==> config.mk <==
export PLATFORM = sky130hd
export DESIGN_NAME = arc4_sched
export DESIGN_NICKNAME = d
export VERILOG_FILES = /design/src/rtl/arc4_pkg.sv /design/src/rtl/arc4_key_sel.sv /design/src/rtl/arc4_sched.sv
export SDC_FILE = /design/constraint.sdc
export NUM_CORES = 1
export LEC_CHECK = 0
export ABC_AREA = 1
export CORE_ASPECT_RATIO = 0.75
export CORE_MARGIN = 5
export CORE_UTILIZATION = 25
export DETAILED_ROUTE_END_ITERATION = 16
export GPL_TIMING_DRIVEN = 0
export PLACE_DENSITY_LB_ADDON = 0.1
export SYNTH_ARGS = -nofsm -noshare
export SYNTH_HDL_FRONTEND = slang
export SYNTH_SLANG_ARGS = --single-unit
export TNS_END_PERCENT = 20
==> constraint.sdc <==
create_clock -name clk -period 1.19 [get_ports clk]
set_input_delay 0.238 -clock clk [delete_from_list [all_inputs] [get_ports clk]]
set_output_delay 0.238 -clock clk [all_outputs]
set_load 0.05 [all_outputs]
==> src/rtl/arc4_pkg.sv <==
// Shared ARC4 definitions: scheduler state encoding and the S-array depth helper.
package arc4_pkg;

    typedef enum logic [2:0] {
        IDLE,
        FILL,
        RD_I,
        WT_I,
        RD_J,
        WT_J,
        WR_J,
        WR_I
    } sched_state_t;

    function automatic int unsigned arc4_depth(input int unsigned w);
        return 32'd1 << w;
    endfunction

endpackage

==> src/rtl/arc4_key_sel.sv <==
// Combinational key element selector; element 0 sits in the most significant DATA_W bits.
module arc4_key_sel #(
    parameter int DATA_W  = 8,
    parameter int KEY_LEN = 3,
    parameter int KIDX_W  = 2
) (
    input  logic [KEY_LEN*DATA_W-1:0] key_i,
    input  logic [KIDX_W-1:0]         idx_i,
    output logic [DATA_W-1:0]         elem_o
);

    always_comb begin
        elem_o = '0;
        for (int n = 0; n < KEY_LEN; n++) begin
            if (idx_i == KIDX_W'(n)) begin
                elem_o = key_i[(KEY_LEN-1-n)*DATA_W +: DATA_W];
            end
        end
    end

endmodule

==> src/rtl/arc4_sched.sv <==
// ARC4 S-array scheduler: identity fill, optionally followed by the KSA swap pass.
// The KSA pass is compiled in only when ARC4_SCHED_KSA_EN is defined.
module arc4_sched
    import arc4_pkg::*;
#(
    parameter int DATA_W  = 8,
    parameter int KEY_LEN = 3
) (
    input  logic                      clk,
    input  logic                      rst,
    input  logic                      en,
    output logic                      rdy,
    input  logic                      mode,
    input  logic [KEY_LEN*DATA_W-1:0] key,
    output logic [DATA_W-1:0]         addr,
    input  logic [DATA_W-1:0]         rddata,
    output logic [DATA_W-1:0]         wrdata,
    output logic                      wren
);

    localparam logic [DATA_W-1:0] I_MAX = DATA_W'(arc4_depth(DATA_W) - 1);

    sched_state_t      state_q;
    logic [DATA_W-1:0] i_q;
    logic [DATA_W-1:0] addr_q;
    logic [DATA_W-1:0] wrdata_q;
    logic              wren_q;
    logic              rdy_q;

`ifdef ARC4_SCHED_KSA_EN
    localparam int KIDX_W = (KEY_LEN > 1) ? $clog2(KEY_LEN) : 1;
    localparam logic [KIDX_W-1:0] KIDX_LAST = KIDX_W'(KEY_LEN - 1);

    logic [KIDX_W-1:0]         kidx_q;
    logic [DATA_W-1:0]         j_q;
    logic [DATA_W-1:0]         j_d;
    logic [DATA_W-1:0]         si_q;
    logic [DATA_W-1:0]         sj_q;
    logic [DATA_W-1:0]         kelem;
    logic [KEY_LEN*DATA_W-1:0] key_q;
    logic                      mode_q;

    arc4_key_sel #(
        .DATA_W  (DATA_W),
        .KEY_LEN (KEY_LEN),
        .KIDX_W  (KIDX_W)
    ) u_key_sel (
        .key_i  (key_q),
        .idx_i  (kidx_q),
        .elem_o (kelem)
    );

    // rddata holds S[i] during WT_I, so the new j is formed straight from it.
    assign j_d = j_q + rddata + kelem;
`else
    logic unused_ok;
    assign unused_ok = ^{mode, key, rddata};
`endif

    always_ff @(posedge clk) begin
        if (rst) begin
            state_q  <= IDLE;
            rdy_q    <= 1'b1;
            wren_q   <= 1'b0;
            addr_q   <= '0;
            wrdata_q <= '0;
            i_q      <= '0;
`ifdef ARC4_SCHED_KSA_EN
            j_q      <= '0;
            kidx_q   <= '0;
            si_q     <= '0;
            sj_q     <= '0;
            key_q    <= '0;
            mode_q   <= 1'b0;
`endif
        end else begin
            case (state_q)
                IDLE: begin
                    if (en) begin
                        state_q  <= FILL;
                        rdy_q    <= 1'b0;
                        i_q      <= '0;
                        addr_q   <= '0;
                        wrdata_q <= '0;
                        wren_q   <= 1'b1;
`ifdef ARC4_SCHED_KSA_EN
                        key_q    <= key;
                        mode_q   <= mode;
`endif
                    end
                end
                FILL: begin
                    if (i_q == I_MAX) begin
                        wren_q <= 1'b0;
                        i_q    <= '0;
`ifdef ARC4_SCHED_KSA_EN
                        if (mode_q) begin
                            state_q <= RD_I;
                            addr_q  <= '0;
                            j_q     <= '0;
                            kidx_q  <= '0;
                        end else begin
                            state_q <= IDLE;
                            rdy_q   <= 1'b1;
                        end
`else
                        state_q <= IDLE;
                        rdy_q   <= 1'b1;
`endif
                    end else begin
                        i_q      <= i_q + 1'b1;
                        addr_q   <= i_q + 1'b1;
                        wrdata_q <= i_q + 1'b1;
                    end
                end
`ifdef ARC4_SCHED_KSA_EN
                RD_I: state_q <= WT_I;
                WT_I: begin
                    si_q    <= rddata;
                    j_q     <= j_d;
                    addr_q  <= j_d;
                    state_q <= RD_J;
                end
                RD_J: state_q <= WT_J;
                WT_J: begin
                    sj_q     <= rddata;
                    addr_q   <= j_q;
                    wrdata_q <= si_q;
                    wren_q   <= 1'b1;
                    state_q  <= WR_J;
                end
                // i==j needs no special case: both writes carry the same value.
                WR_J: begin
                    addr_q   <= i_q;
                    wrdata_q <= sj_q;
                    state_q  <= WR_I;
                end
                WR_I: begin
                    wren_q <= 1'b0;
                    if (i_q == I_MAX) begin
                        state_q <= IDLE;
                        rdy_q   <= 1'b1;
                    end else begin
                        i_q     <= i_q + 1'b1;
                        addr_q  <= i_q + 1'b1;
                        kidx_q  <= (kidx_q == KIDX_LAST) ? '0 : kidx_q + 1'b1;
                        state_q <= RD_I;
                    end
                end
`endif
                default: begin
                    state_q <= IDLE;
                    rdy_q   <= 1'b1;
                    wren_q  <= 1'b0;
                end
            endcase
        end
    end

    assign rdy    = rdy_q;
    assign addr   = addr_q;
    assign wrdata = wrdata_q;
    assign wren   = wren_q;

endmodule
==> metrics.cfg <==
[timing]
final-hold-violation-count=0
fmax_mhz=822.4
maxSlewViolCount=0
setup_viol=4
tightest_slew_ps=536.3
finClkSkew_ps=2.785
fin_crit_sh=1.022
worst_slack_ps=-25.97
relSlewSlack=0.6425
rsz0062_at_grt=true
setup_tns_ps=-33.29
fin_crit_ps=1216

[critical_path]
crit_required_ps=1380
path_max_fanout=5
path_class=reg2reg
slowest_delay_ps=340
cp-end-kind=flop
cp_slowest_cell=dfxtp_2
worstSetupStartpointType=flop
crit_chain=ha_4, nand2_4, nor2_4, a21oi_4, nand3_2, a21oi_1
arrival_ps=1400

[cells_and_area]
mostFrequentLayoutCell=nand2_1
design_area_sq_mm=0.001144
fillers=347
drive_gt1_frac=0.4403
area_growth_syn_to_layout_pct=36.83
final_cell_mix=nand2_1 (20), buf_4 (19), a21oi_1 (15)
nets=172
antenna_cells=0

[logic_synthesis]
syn_area_per_cell_sq_um=7.668
synth.distinct_cells=21
yosys_warnings=0
syn_nets=146
synth-seq-cells=18
netlist_area_sq_um=835.8
ys_seq_area_frac=0.4311
synthCells=109

[route]
firstDrtPassIters=4
drt_iter0_markers=42
wl_per_cell_microns=12.26
vias=755
drc=0
viasPerCell=4.339
drtAntennaViolNets=0
routed_wl_mm=2.134

[clock_network]
root_buffer=clkbuf_8
clkSinkCount=18
clkTransAtPathRegs_ps=70
cts_made_buffers=3
htree_levels=1
cts_tree=done
insertion_delay_ps=260
clk_path_buf_depth=2

[die]
start_util=0.2559
core_sq_mm=0.003266
io_pins=54
rows=18
die-area_sq_mm=0.004612
die_y_microns=60.08
fp.dieW_microns=76.77

[status]
violations=negative setup slack
status=finished, violations left

[power_and_ir_drop]
p_leak_nw=0.4780
powerDensity_mw_per_mm2=1127
ir_drop_mv=0.5543

[grt]
grt_usage=0.1017
grt_first_pass_wirelength_mm=3.608
grt_max_degree=11
grt.overflow.total=0
antenna_found_initial=0
grt_pass1_vias=725

[flow_run]
cap_violations=0

[hold_path]
min_path_type=in2reg

[place]
port_buffers=19
dpl_cell_area_sq_mm=0.001077
gp_congestion=0.8473
place_hpwl_mm=1.581

==> repair_timing <==
action                                  CTS  global route
cloned                                    0             0
hold buffers                              0             0
buffers inserted                          2             0
endpoints found under the setup margin   34            20
resized for setup                       111             6
endpoints found under the hold margin     0             0
pin swaps                                10             4
==> worst paths after layout <==
check	from	to	slack, ps	depth (start not counted)
max	i_q[0]$_SDFFE_PP0P_	i_q[7]$_SDFFE_PP0P_	-30	6
min	rst	wrdata[7]$_SDFFE_PP0P_	360	2
max reg2reg	i_q[0]$_SDFFE_PP0P_	i_q[7]$_SDFFE_PP0P_	-30	6
min reg2reg	rdy$_SDFFE_PP1P_	rdy$_SDFFE_PP1P_	460	1
==> cells in the mapped netlist <==
cell       n  share of area
inv_1      7          0.031
a21oi_1   16          0.096
dfxtp_1   18           0.43
nor2_4     1          0.013
o21bai_1   2          0.018
a21o_1     1         0.0090
inv_2      1         0.0045
nand3_1   12          0.072
nand2_2    3          0.022
nand3_2    1          0.012
nor2_2     3          0.022
nand2_1   21          0.094
a21oi_2    2          0.021
clkinv_1   1         0.0045
nand2_4    1          0.013
ha_1       1          0.015
o21ai_0    2          0.012
buf_4      8          0.072
clkbuf_1   1         0.0045
buf_1      1         0.0045
nor2_1     6          0.027
==> per-stage QoR <==
stage / hold WS (ps) / util / instances / power [mW] / setup slack [ps]
6_report: 355.9 / 0.3502 / 174 / 1.289 / -25.97
2_1_floorplan: 405.8 / - / 109 / 0.7375 / -4.532
3_5_place_dp: 445.8 / 0.3299 / 168 / 0.7854 / -308.3
5_1_grt: 396.7 / 0.3502 / 174 / 1.352 / -96.29
4_1_cts: 341.9 / 0.3464 / 174 / 1.299 / -36.65
3_3_place_gp: 437.6 / 0.3299 / 168 / 0.7849 / -309.7
==> logic make-up (layout without fill, tap and decap cells) <==
family	after synthesis	count (layout)	share of synthesized area
adder cells (fa/ha/maj)	1	1	0.01497
AND/OR/NAND/NOR	48	48	0.2770
flip-flops	18	18	0.4311
AO/OA/AOI/OAI	23	23	0.1557
buffers and inverters	19	44	0.1212
==> worst max-delay path, delay by kind of cell, from the launching register on <==
kind / cells / cell delay (ps)
compound gates: 2 / 370
fa+ha+maj: 1 / 160
flops: 1 / 340
simple gates: 3 / 260
==> where the power goes <==
group          internal (mW)  leakage (nW)  switching, mW
clock network          0.294        0.0288          0.215
logic                 0.0450         0.301          0.105
registers              0.617         0.148         0.0129
==> metal layers <==
metal  vias to the layer above  wire, microns  track usage
li1                        401              -            -
met1                       335           1071       0.1367
met2                        14            914       0.1524
met3                         5            128      0.04217
met4                         0             19      0.02244
met5                         -              0            0
==> layout make-up <==
cell class | instances | area, sq um | area share
multi-input cells | 72 | 430.4 | 0.3764
repair buffers | 21 | 137.6 | 0.1203
inverters | 9 | 35.03 | 0.03063
plain buffers | 10 | 67.56 | 0.05908
clock buffers | 4 | 55.05 | 0.04814
flip-flops and latches | 18 | 367.9 | 0.3217
well taps | 40 | 50.05 | 0.04376
==> sequential cells by signal, indices dropped and copies added (netlist names) <==
name	cells
i_q	8
rdy	1
wren	1
wrdata	8
(Power assumes the default switching activity.)
